### src/rtl/and_gate_selftest_ctrl_if.sv
// Handshake and status bundle between the AND-gate self-test sequencer,
// the board-level start/abort/LED logic and the gate under test.
interface and_gate_selftest_ctrl_if #(
  parameter int unsigned ERR_W = 8
);
  logic             start;
  logic             abort;
  logic             dut_in0;
  logic             dut_in1;
  logic             dut_out;
  logic             busy;
  logic             done;
  logic             pass;
  logic [ERR_W-1:0] err_count;
  logic             first_fail_valid;
  logic [1:0]       first_fail_vec;
  logic [3:0]       pass_idx;

  // Sequencer side
  modport master (
    input  start, abort, dut_out,
    output dut_in0, dut_in1, busy, done, pass, err_count,
           first_fail_valid, first_fail_vec, pass_idx
  );

  // Board controls plus gate under test
  modport slave (
    output start, abort, dut_out,
    input  dut_in0, dut_in1, busy, done, pass, err_count,
           first_fail_valid, first_fail_vec, pass_idx
  );
endinterface

### src/rtl/and_gate_selftest_ctrl.sv
// Built-in self-test sequencer for a 2-input AND gate: sweeps all four input
// vectors for NUM_PASSES passes, samples the gate after a settle time, counts errors.
module and_gate_selftest_ctrl #(
  parameter int unsigned SETTLE_CYCLES = 4,
  parameter int unsigned NUM_PASSES    = 2,
  parameter int unsigned ERR_W         = 8
) (
  input  logic                      clk,
  input  logic                      rst,
  and_gate_selftest_ctrl_if.master  bus
);

  localparam int unsigned CNT_W = 8;
  localparam int unsigned PASS_W = 4;
  localparam logic [CNT_W-1:0]  SETTLE_LAST = CNT_W'(SETTLE_CYCLES - 1);
  localparam logic [PASS_W-1:0] PASS_LAST   = PASS_W'(NUM_PASSES - 1);
  localparam logic [ERR_W-1:0]  ERR_MAX     = '1;
  localparam logic [1:0]        VEC_LAST    = 2'd3;

  typedef enum logic [2:0] {
    S_IDLE,
    S_DRIVE,
    S_SETTLE,
    S_SAMPLE,
    S_DONE
  } state_t;

  state_t state;
  state_t state_nxt;

  logic [1:0]        vec;
  logic [CNT_W-1:0]  settle_cnt;
  logic [PASS_W-1:0] pass_idx;
  logic [ERR_W-1:0]  err_count;
  logic              first_fail_valid;
  logic [1:0]        first_fail_vec;
  logic              dut_in0;
  logic              dut_in1;
  logic              busy;
  logic              done;
  logic              pass;

  logic accept_c;
  logic abort_c;
  logic sample_c;
  logic mismatch_c;
  logic settle_end_c;
  logic last_vec_c;
  logic last_pass_c;
  logic busy_c;
  logic done_c;

  // State register
  always_ff @(posedge clk or posedge rst) begin
    if (rst) begin
      state <= S_IDLE;
    end else begin
      state <= state_nxt;
    end
  end

  // Next-state logic; abort outranks every transition except the DONE exit
  always_comb begin
    state_nxt = state;
    unique case (state)
      S_IDLE: begin
        if (accept_c) begin
          state_nxt = S_DRIVE;
        end
      end
      S_DRIVE: begin
        if (abort_c) begin
          state_nxt = S_IDLE;
        end else begin
          state_nxt = S_SETTLE;
        end
      end
      S_SETTLE: begin
        if (abort_c) begin
          state_nxt = S_IDLE;
        end else if (settle_end_c) begin
          state_nxt = S_SAMPLE;
        end
      end
      S_SAMPLE: begin
        if (abort_c) begin
          state_nxt = S_IDLE;
        end else if (last_vec_c && last_pass_c) begin
          state_nxt = S_DONE;
        end else begin
          state_nxt = S_DRIVE;
        end
      end
      S_DONE: begin
        state_nxt = S_IDLE;
      end
      default: begin
        state_nxt = S_IDLE;
      end
    endcase
  end

  // Output and datapath-control decode
  always_comb begin
    accept_c     = 1'b0;
    abort_c      = 1'b0;
    sample_c     = 1'b0;
    mismatch_c   = 1'b0;
    settle_end_c = 1'b0;
    last_vec_c   = (vec == VEC_LAST);
    last_pass_c  = (pass_idx == PASS_LAST);
    busy_c       = (state != S_IDLE);
    done_c       = (state == S_DONE);
    unique case (state)
      S_IDLE: begin
        accept_c = bus.start && !bus.abort;
      end
      S_DRIVE: begin
        abort_c = bus.abort;
      end
      S_SETTLE: begin
        abort_c      = bus.abort;
        settle_end_c = (settle_cnt == SETTLE_LAST);
      end
      S_SAMPLE: begin
        abort_c    = bus.abort;
        sample_c   = !bus.abort;
        mismatch_c = !bus.abort && (bus.dut_out != (vec[1] & vec[0]));
      end
      default: begin
        accept_c = 1'b0;
      end
    endcase
  end

  // Settle timer: restarted in DRIVE, counts the SETTLE residency
  always_ff @(posedge clk or posedge rst) begin
    if (rst) begin
      settle_cnt <= '0;
    end else if (state == S_DRIVE) begin
      settle_cnt <= '0;
    end else if (state == S_SETTLE) begin
      settle_cnt <= settle_cnt + CNT_W'(1);
    end
  end

  // Vector / pass sequencing and the gate drive registers
  always_ff @(posedge clk or posedge rst) begin
    if (rst) begin
      vec      <= '0;
      pass_idx <= '0;
      dut_in0  <= 1'b0;
      dut_in1  <= 1'b0;
    end else if (accept_c) begin
      vec      <= '0;
      pass_idx <= '0;
      dut_in0  <= 1'b0;
      dut_in1  <= 1'b0;
    end else if (abort_c) begin
      dut_in0 <= 1'b0;
      dut_in1 <= 1'b0;
    end else if (sample_c) begin
      if (!last_vec_c) begin
        vec     <= vec + 2'd1;
        dut_in0 <= ~vec[0];
        dut_in1 <= vec[1] ^ vec[0];
      end else if (!last_pass_c) begin
        vec      <= '0;
        pass_idx <= pass_idx + PASS_W'(1);
        dut_in0  <= 1'b0;
        dut_in1  <= 1'b0;
      end else begin
        dut_in0 <= 1'b0;
        dut_in1 <= 1'b0;
      end
    end
  end

  // Error accounting; the counter saturates instead of wrapping
  always_ff @(posedge clk or posedge rst) begin
    if (rst) begin
      err_count        <= '0;
      first_fail_valid <= 1'b0;
      first_fail_vec   <= '0;
    end else if (accept_c) begin
      err_count        <= '0;
      first_fail_valid <= 1'b0;
      first_fail_vec   <= '0;
    end else if (mismatch_c) begin
      if (err_count != ERR_MAX) begin
        err_count <= err_count + ERR_W'(1);
      end
      if (!first_fail_valid) begin
        first_fail_valid <= 1'b1;
        first_fail_vec   <= vec;
      end
    end
  end

  // Status flags registered from the decoded state
  always_ff @(posedge clk or posedge rst) begin
    if (rst) begin
      busy <= 1'b0;
      done <= 1'b0;
      pass <= 1'b0;
    end else begin
      busy <= busy_c;
      done <= done_c;
      if (accept_c || abort_c) begin
        pass <= 1'b0;
      end else if (done_c) begin
        pass <= (err_count == '0);
      end
    end
  end

  assign bus.dut_in0          = dut_in0;
  assign bus.dut_in1          = dut_in1;
  assign bus.busy             = busy;
  assign bus.done             = done;
  assign bus.pass             = pass;
  assign bus.err_count        = err_count;
  assign bus.first_fail_valid = first_fail_valid;
  assign bus.first_fail_vec   = first_fail_vec;
  assign bus.pass_idx         = pass_idx;

endmodule

### src/flat_wrapper.sv
// flat-port wrapper written by rule: the top's interface ports become plain ports
module and_gate_selftest_ctrl_flat 
#(
  parameter int unsigned SETTLE_CYCLES = 4,
  parameter int unsigned NUM_PASSES    = 2,
  parameter int unsigned ERR_W         = 8
)
  (clk, rst, bus_start, bus_abort, bus_dut_out, bus_dut_in0, bus_dut_in1, bus_busy, bus_done, bus_pass, bus_err_count, bus_first_fail_valid, bus_first_fail_vec, bus_pass_idx);
  and_gate_selftest_ctrl_if #(.ERR_W(ERR_W)) bus_i ();
  input  logic clk;
  input  logic rst;
  input wire logic [$bits(bus_i.start)-1:0] bus_start;
  input wire logic [$bits(bus_i.abort)-1:0] bus_abort;
  input wire logic [$bits(bus_i.dut_out)-1:0] bus_dut_out;
  output wire logic [$bits(bus_i.dut_in0)-1:0] bus_dut_in0;
  output wire logic [$bits(bus_i.dut_in1)-1:0] bus_dut_in1;
  output wire logic [$bits(bus_i.busy)-1:0] bus_busy;
  output wire logic [$bits(bus_i.done)-1:0] bus_done;
  output wire logic [$bits(bus_i.pass)-1:0] bus_pass;
  output wire logic [$bits(bus_i.err_count)-1:0] bus_err_count;
  output wire logic [$bits(bus_i.first_fail_valid)-1:0] bus_first_fail_valid;
  output wire logic [$bits(bus_i.first_fail_vec)-1:0] bus_first_fail_vec;
  output wire logic [$bits(bus_i.pass_idx)-1:0] bus_pass_idx;
  assign bus_i.start = bus_start;
  assign bus_i.abort = bus_abort;
  assign bus_i.dut_out = bus_dut_out;
  assign bus_dut_in0 = bus_i.dut_in0;
  assign bus_dut_in1 = bus_i.dut_in1;
  assign bus_busy = bus_i.busy;
  assign bus_done = bus_i.done;
  assign bus_pass = bus_i.pass;
  assign bus_err_count = bus_i.err_count;
  assign bus_first_fail_valid = bus_i.first_fail_valid;
  assign bus_first_fail_vec = bus_i.first_fail_vec;
  assign bus_pass_idx = bus_i.pass_idx;
  and_gate_selftest_ctrl #(.SETTLE_CYCLES(SETTLE_CYCLES), .NUM_PASSES(NUM_PASSES), .ERR_W(ERR_W)) u_core (.clk(clk), .rst(rst), .bus(bus_i));
endmodule
### config.mk
export PLATFORM = sky130hd
export DESIGN_NAME = and_gate_selftest_ctrl_flat
export DESIGN_NICKNAME = d
export VERILOG_FILES = /design/src/rtl/and_gate_selftest_ctrl_if.sv /design/src/rtl/and_gate_selftest_ctrl.sv /design/src/flat_wrapper.sv
export SDC_FILE = /design/constraint.sdc
export NUM_CORES = 1
export LEC_CHECK = 0
export BUFFER_PORTS_ARGS = -buffer_cell sky130_fd_sc_hd__buf_4
export CORE_ASPECT_RATIO = 0.8
export CORE_MARGIN = 4
export CORE_UTILIZATION = 55
export CTS_BUF_LIST = sky130_fd_sc_hd__clkbuf_8
export DETAILED_ROUTE_END_ITERATION = 10
export PLACE_DENSITY = 0.75
export SLEW_MARGIN = 10
export SYNTH_ARGS = -nofsm -noshare
export SYNTH_HDL_FRONTEND = slang
export SYNTH_SLANG_ARGS = --single-unit
### constraint.sdc
create_clock -name clk -period 4.49 [get_ports clk]
set_input_delay 0.449 -clock clk [delete_from_list [all_inputs] [get_ports clk]]
set_output_delay 0.449 -clock clk [all_outputs]
set_load 0.05 [all_outputs]
==> results of run 1 <==
[flip-flops by register name, summed over array words and instances, names as in the netlist, 2 cells and up]
signal	flops
u_core.state	3
u_core.bus.pass_idx	4
u_core.settle_cnt	8
u_core.vec	2
u_core.bus.first_fail_vec	2
u_core.bus.err_count	8
[area by class of cell]
type | count | share of cell area [%]
Multi-Input combinational cell | 133 | 41.9
Timing Repair Buffer | 25 | 9.26
Tap cell | 40 | 2.47
Clock inverter | 1 | 0.185
Sequential cell | 33 | 40.8
Clock buffer | 6 | 4.08
Inverter | 7 | 1.30
[routing by layer]
layer / up-vias / GRT usage, % / share of wire, %
met5: - / 0 / 0
met4: 0 / 7.24 / 1.5
met3: 6 / 6.66 / 5.9
met2: 37 / 32.6 / 47
met1: 707 / 26.4 / 46
li1: 697 / - / -
[per-stage QoR]
step	cell area, sq um	cells
floorplan	1760	183
global placement	1940	238
detailed placement	1940	238
CTS	2030	245
global route	2030	245
finish	2030	245
[worst paths after layout]
check	startpoint	endpoint	slack (ns)	cells past startpoint
max	u_core.vec[0]	u_core.bus.err_count[6]	2.63	5
min	rst	u_core.settle_cnt[4]	0.25	3
max reg2reg	u_core.vec[0]	u_core.bus.err_count[6]	2.63	5
min reg2reg	u_core.settle_cnt[5]	u_core.settle_cnt[5]	0.51	1
max in group asynchronous	rst	u_core.vec[0]	3.93	3
min in group clk	bus_abort	u_core.state[1]	0.36	2
[critical path, cell delays in order, from the launching register on]
cell      delay (ns)
dfrtp_1         0.40
ha_1            0.44
xnor2_1         0.25
nor4_1          0.41
nor2_1          0.07
a211oi_1        0.20
[report_power, final]
part	internal, uW	switching (uW)	total, uW	leakage [uW]
clock	119	102	221	0.0000485
sequential	325	33.4	358	0.000456
combinational	62.8	129	192	0.000436
total	507	265	772	0.000940
[logic make-up (layout without fill, tap and decap cells)]
group | count (synthesis) | after routing
buffers and inverters | 17 | 39
AND/OR/NAND/NOR | 80 | 80
adder cells (fa/ha/maj) | 6 | 6
XOR/XNOR | 6 | 6
AO/OA/AOI/OAI | 39 | 39
flip-flops | 33 | 33
multiplexers | 2 | 2
[cell usage in the layout (no fill, tap or decap), types with 2 or more instances in the layout]
cell and instances:
dfrtp_1 33, buf_4 25, nor2_1 18, o21ai_0 15, nand2_1 13, nand3_1 12
a21oi_1 10, inv_1 8, ha_1 6, clkbuf_8 6, and3_1 5, nor3_1 4
nand4_1 4, xor2_1 4, o31ai_1 3, or3_1 3, nand2b_1 3, a31oi_1 3
nand4bb_1 2, or4_1 2, nor4_1 2, a211oi_1 2, mux2i_1 2, or3b_2 2
o211ai_1 2, and2_1 2
==> flow_summary_export.csv, run 1 <==
group,metric,value,unit
synth,synth-simple-area-share,25.3,%
route,via_per_inst,5.91,
finish,fill_cells,252,
timing,layout_setup_ws,2.63,ns
worst_setup_path,arrival,2.06,ns
timing,timing.fmax,0.539,GHz
synth,synth_top_area_share,46.9,%
route,dr.pass1.iters,4,
global_routing,antenna_found_initial,0,
floorplanning,dieArea,4180,sq um
timing,slew_viol_final,0,
synth,netlist_instances,183,
timing,fin_worst_skew,0.00642,ns
placement,dp_slack,2.61,ns
synth,ys_types,43,
clock_network,postCtsResizedCells,0,
finish,layout-drive-gt1-share,17.6,%
timing,whs,0.251,ns
clock_network,root_buffer,"clkbuf_8",
clock_network,cts_tree,"done",
clock_network,postCtsSetupRepairBufs,0,
synth,yosys_register_bits,33,
worst_setup_path,end_kind,"flop",
finish,diodes,0,
placement,place_congestion,0.830,
worst_setup_path,critPathMaxFanout,8,
global_routing,track_usage,20.5,%
synth,syn_area_per_cell,9.62,sq um
power,powerDensity,381,nW/um^2
global_routing,grt_pass1_wl,6.38,mm
timing,worst_pin_slew,0.621,ns
power,peakVddDrop,0.000233,V
synth,ys_warn_count,0,
clock_network,clk_pin_slew_worst_paths,0.06,ns
worst_setup_path,critPathKind,"flop to flop",
worst_setup_path,start_kind,"flop",
synth,yosysMostFrequentCell,"dfrtp_1",
synth,netlist.top_cell.by_area,"dfrtp_1",
timing,slew_headroom,58.5,%
run_status,status,"finished, final reports clean",
finish,nets,216,
power,power.total,772,uW
clock_network,clk_latency,0.29,ns
clock_network,numCtsBuffers,5,
synth,synth_enable_flop_cells,0,
floorplanning,ioPinCount,25,
timing,min_period,1.86,ns
synth,muxShareOfSynthArea,1.14,%
floorplanning,rows,18,
floorplanning,start_util,57.1,%
timing,setup_viol_count_final,0,
route,drc,0,
synth,synthArstFlopShare,100,%
timing,finalCritPeriodShare,41.3,%
synth,synth_area_leaders,"dfrtp_1, ha_1, o21ai_0",
route,wirelength,3.86,mm
synth,synth_compound_area_share,13.5,%
clock_network,cts.sinks,33,
synth,synthTopCellsByCount,"dfrtp_1, nor2_1, o21ai_0, nand2_1, nand3_1",
clock_network,h-tree-depth,2,
route,drt_iter0_drc,106,
timing,final_hold_viol_count,0,
global_routing,grt_overflow,0,
hold_path,min_path_type,"primary input to asynchronous set/reset pin",
power,p_leak,0.000940,uW
placement,dpl.hpwl,2.78,mm
global_routing,grt_pass1_vias,1359,
route,wire_per_inst,15.8,um
synth,syn_area,1760,sq um
synth,synth_nets,194,
timing,setup-tns-final,0,ns
floorplanning,die_h,58.6,um
synth,synth_fa_ha_area_share,4.26,%
finish,seq_area,826,sq um
finish,utilization,65.7,%
clock_network,postCtsHoldBufs,0,
global_routing,grt_max_degree,34,
synth,ys_seq_area_share,46.9,%
floorplanning,die_w,71.3,um
synth,synth-main-ff-cell,"dfrtp_1",
worst_setup_path,worst-endpoint-required,4.69,ns
placement,portBuffers,24,
timing,rsz0062_at_grt,"false",
route,final_antenna_net_count,0,
synth,synth_xor_area_share,4.05,%
floorplanning,core_area,3090,sq um
run,cap_viol_max_count,0,
route,via_count,1447,
synth,synth_top_family_by_area,"simple AND/OR/NAND/NOR gates",
finish,multi_input_area,850,sq um
clock_network,clockBufferDepth,2,
finish,area_growth,15.1,%
Note: power is estimated with default switching activity, not from simulation.
==> run 2, diff against run 1 <==
- clock period: 4.49 -> 1.9 ns (I/O delays scaled with it)
==> run 2 against run 1 <==
Flip-flop and latch count did not move. Wire length fell by 6.3%. Largest cell class unchanged. Combinational power grew 140%. Highest routed layer unchanged.
==> flow_summary_export.csv, run 2 (synthesis results as in run 1) <==
group,metric,value,unit
run_status,status,"finished, final reports clean",
global_routing,grt_pass1_vias,1376,
hold_path,min_path_type,"primary input to flop",
power,powerDensity,878,nW/um^2
worst_setup_path,r2r_cells,5,
clock_network,clk_pin_slew_worst_paths,0.06,ns
worst_setup_path,worst-endpoint-required,2.13,ns
power,p_leak,0.000961,uW
floorplanning,core_area,3090,sq um
placement,place_congestion,0.855,
finish,multi_input_area,852,sq um
finish,diodes,0,
worst_setup_path,critPathMaxFanout,6,
timing,slew_headroom,72.9,%
placement,portBuffers,24,
worst_setup_path,cp.depth,5,
timing,finalCritPeriodShare,90.1,%
clock_network,postCtsSetupRepairBufs,0,
worst_setup_path,crit_buf_inv,0,
timing,setup-tns-final,0,ns
placement,dpl.hpwl,2.68,mm
worst_setup_path,start_kind,"flop",
timing,worst_pin_slew,0.406,ns
route,via_count,1448,
clock_network,h-tree-depth,2,
worst_setup_path,end_kind,"flop",
timing,min_period,1.71,ns
finish,final_cell_mix,"dfrtp_1, buf_4, nor2_1",
worst_setup_path,crit_path_start,"u_core.bus.err_count[0]",
finish,area_growth,16.7,%
worst_setup_path,r2r-start,"u_core.bus.err_count[0]",
worst_setup_path,cp_common_cell,"nand2_1",
clock_network,root_buffer,"clkbuf_8",
route,dr.pass1.iters,4,
floorplanning,rows,18,
worst_setup_path,worstReg2RegEnd,"u_core.bus.err_count[7]",
timing,whs,0.0952,ns
worst_setup_path,arrival,1.94,ns
clock_network,cts.sinks,33,
floorplanning,die_h,58.6,um
run,cap_viol_max_count,0,
route,final_antenna_net_count,0,
finish,layout-drive-gt1-share,18.6,%
floorplanning,dieArea,4180,sq um
global_routing,grt_pass1_wl,6.44,mm
floorplanning,ioPinCount,25,
global_routing,grt_max_degree,34,
route,via_per_inst,5.79,
finish,reg_top3,"u_core.bus.err_count x8, u_core.settle_cnt x8, u_core.bus.pass_idx x4",
worst_setup_path,cp_cell_sequence,"ha_1, nand2_1, or3b_1, or4_1, nand2_1",
clock_network,clockBufferDepth,2,
finish,nets,220,
route,drt_iter0_drc,123,
worst_setup_path,worstSetupEndpoint,"u_core.bus.err_count[7]",
floorplanning,start_util,57.1,%
global_routing,grt_overflow,0,
finish,fill_cells,244,
worst_setup_path,critPathKind,"flop to flop",
finish,utilization,66.6,%
power,peakVddDrop,0.000566,V
timing,setup_viol_count_final,0,
clock_network,cts_tree,"done",
finish,layout_commonest_cell,"dfrtp_1",
route,wirelength,3.62,mm
timing,timing.fmax,0.584,GHz
worst_setup_path,critical_path.top_delay_family,"simple AND/OR/NAND/NOR gates",
global_routing,track_usage,20.0,%
timing,slew_viol_final,0,
worst_setup_path,cpPeakStageDelay,0.43,ns
route,wire_per_inst,14.5,um
worst_setup_path,ff2ff_setup_slack,0.19,ns
floorplanning,die_w,71.3,um
clock_network,numCtsBuffers,5,
timing,final_hold_viol_count,0,
route,drc,0,
finish,seq_area,826,sq um
worst_setup_path,slowest_stage,"dfrtp_1",
timing,fin_worst_skew,0.00704,ns
hold_path,hp-start,"bus_abort",
global_routing,antenna_found_initial,0,
clock_network,clk_latency,0.29,ns
timing,rsz0062_at_grt,"false",
## run 2: cell types whose count changed in the layout (fill, tap and decap cells not counted)
cell / delta
inv_1: +2
buf_4: +3
ha_2: +1
dlygate4sd3_1: +1
ha_1: -1
clkbuf_8: -1
## run 2: worst register-to-register path: stages (launching register included)
cell and delay (ns):
dfrtp_1 0.43, ha_1 0.27, nand2_1 0.10, or3b_1 0.37
or4_1 0.41, nand2_1 0.08
## run 2: what timing repair did
item / in CTS / in global routing
hold buffers: 1 / 0
setup endpoints to repair: 0 / 1
endpoints found under the hold margin: 24 / 0
resized for setup: 0 / 1
## run 2: worst min path at each step
stage / depth (start not counted) / end
3_5_place_dp: 3 / u_core.bus.pass_idx[2]
3_3_place_gp: 3 / u_core.bus.pass_idx[2]
2_1_floorplan: 1 / u_core.state[1]
5_1_grt: 2 / u_core.state[1]
6_report: 2 / u_core.state[1]
4_1_cts: 2 / u_core.state[1]
## run 2: where the power goes
part / switching (uW) / leakage [uW] / total [uW] / internal (uW)
Sequential: 74.3 / 0.000456 / 841 / 767
Combinational: 305 / 0.000454 / 470 / 166
Clock: 249 / 0.0000519 / 492 / 244
## run 2: metrics by stage
stage | total power, uW | area, sq um | setup slack, ns | cells
2_1_floorplan | 1200 | 1760 | 0.0423 | 183
3_3_place_gp | 1300 | 1960 | 0.202 | 241
3_5_place_dp | 1320 | 1960 | 0.120 | 241
4_1_cts | 1820 | 2050 | 0.122 | 250
5_1_grt | 1910 | 2050 | 0.0248 | 250
6_report | 1800 | 2050 | 0.188 | 250
## run 2: per-layer routing
metal / routed length (um) / global-route usage, %
met2: 1630 / 29.2
met4: 55 / 7.77
met5: 0 / 0
met3: 222 / 6.14
met1: 1710 / 28.1
## run 2: area by class of cell
class / instances / area share [%]
clock buffers: 5 / 3.35
inverters: 7 / 1.28
well taps: 40 / 2.44
multi-input cells: 133 / 41.5
clock inverters: 3 / 0.548
flip-flops and latches: 33 / 40.2
repair buffers: 29 / 10.7
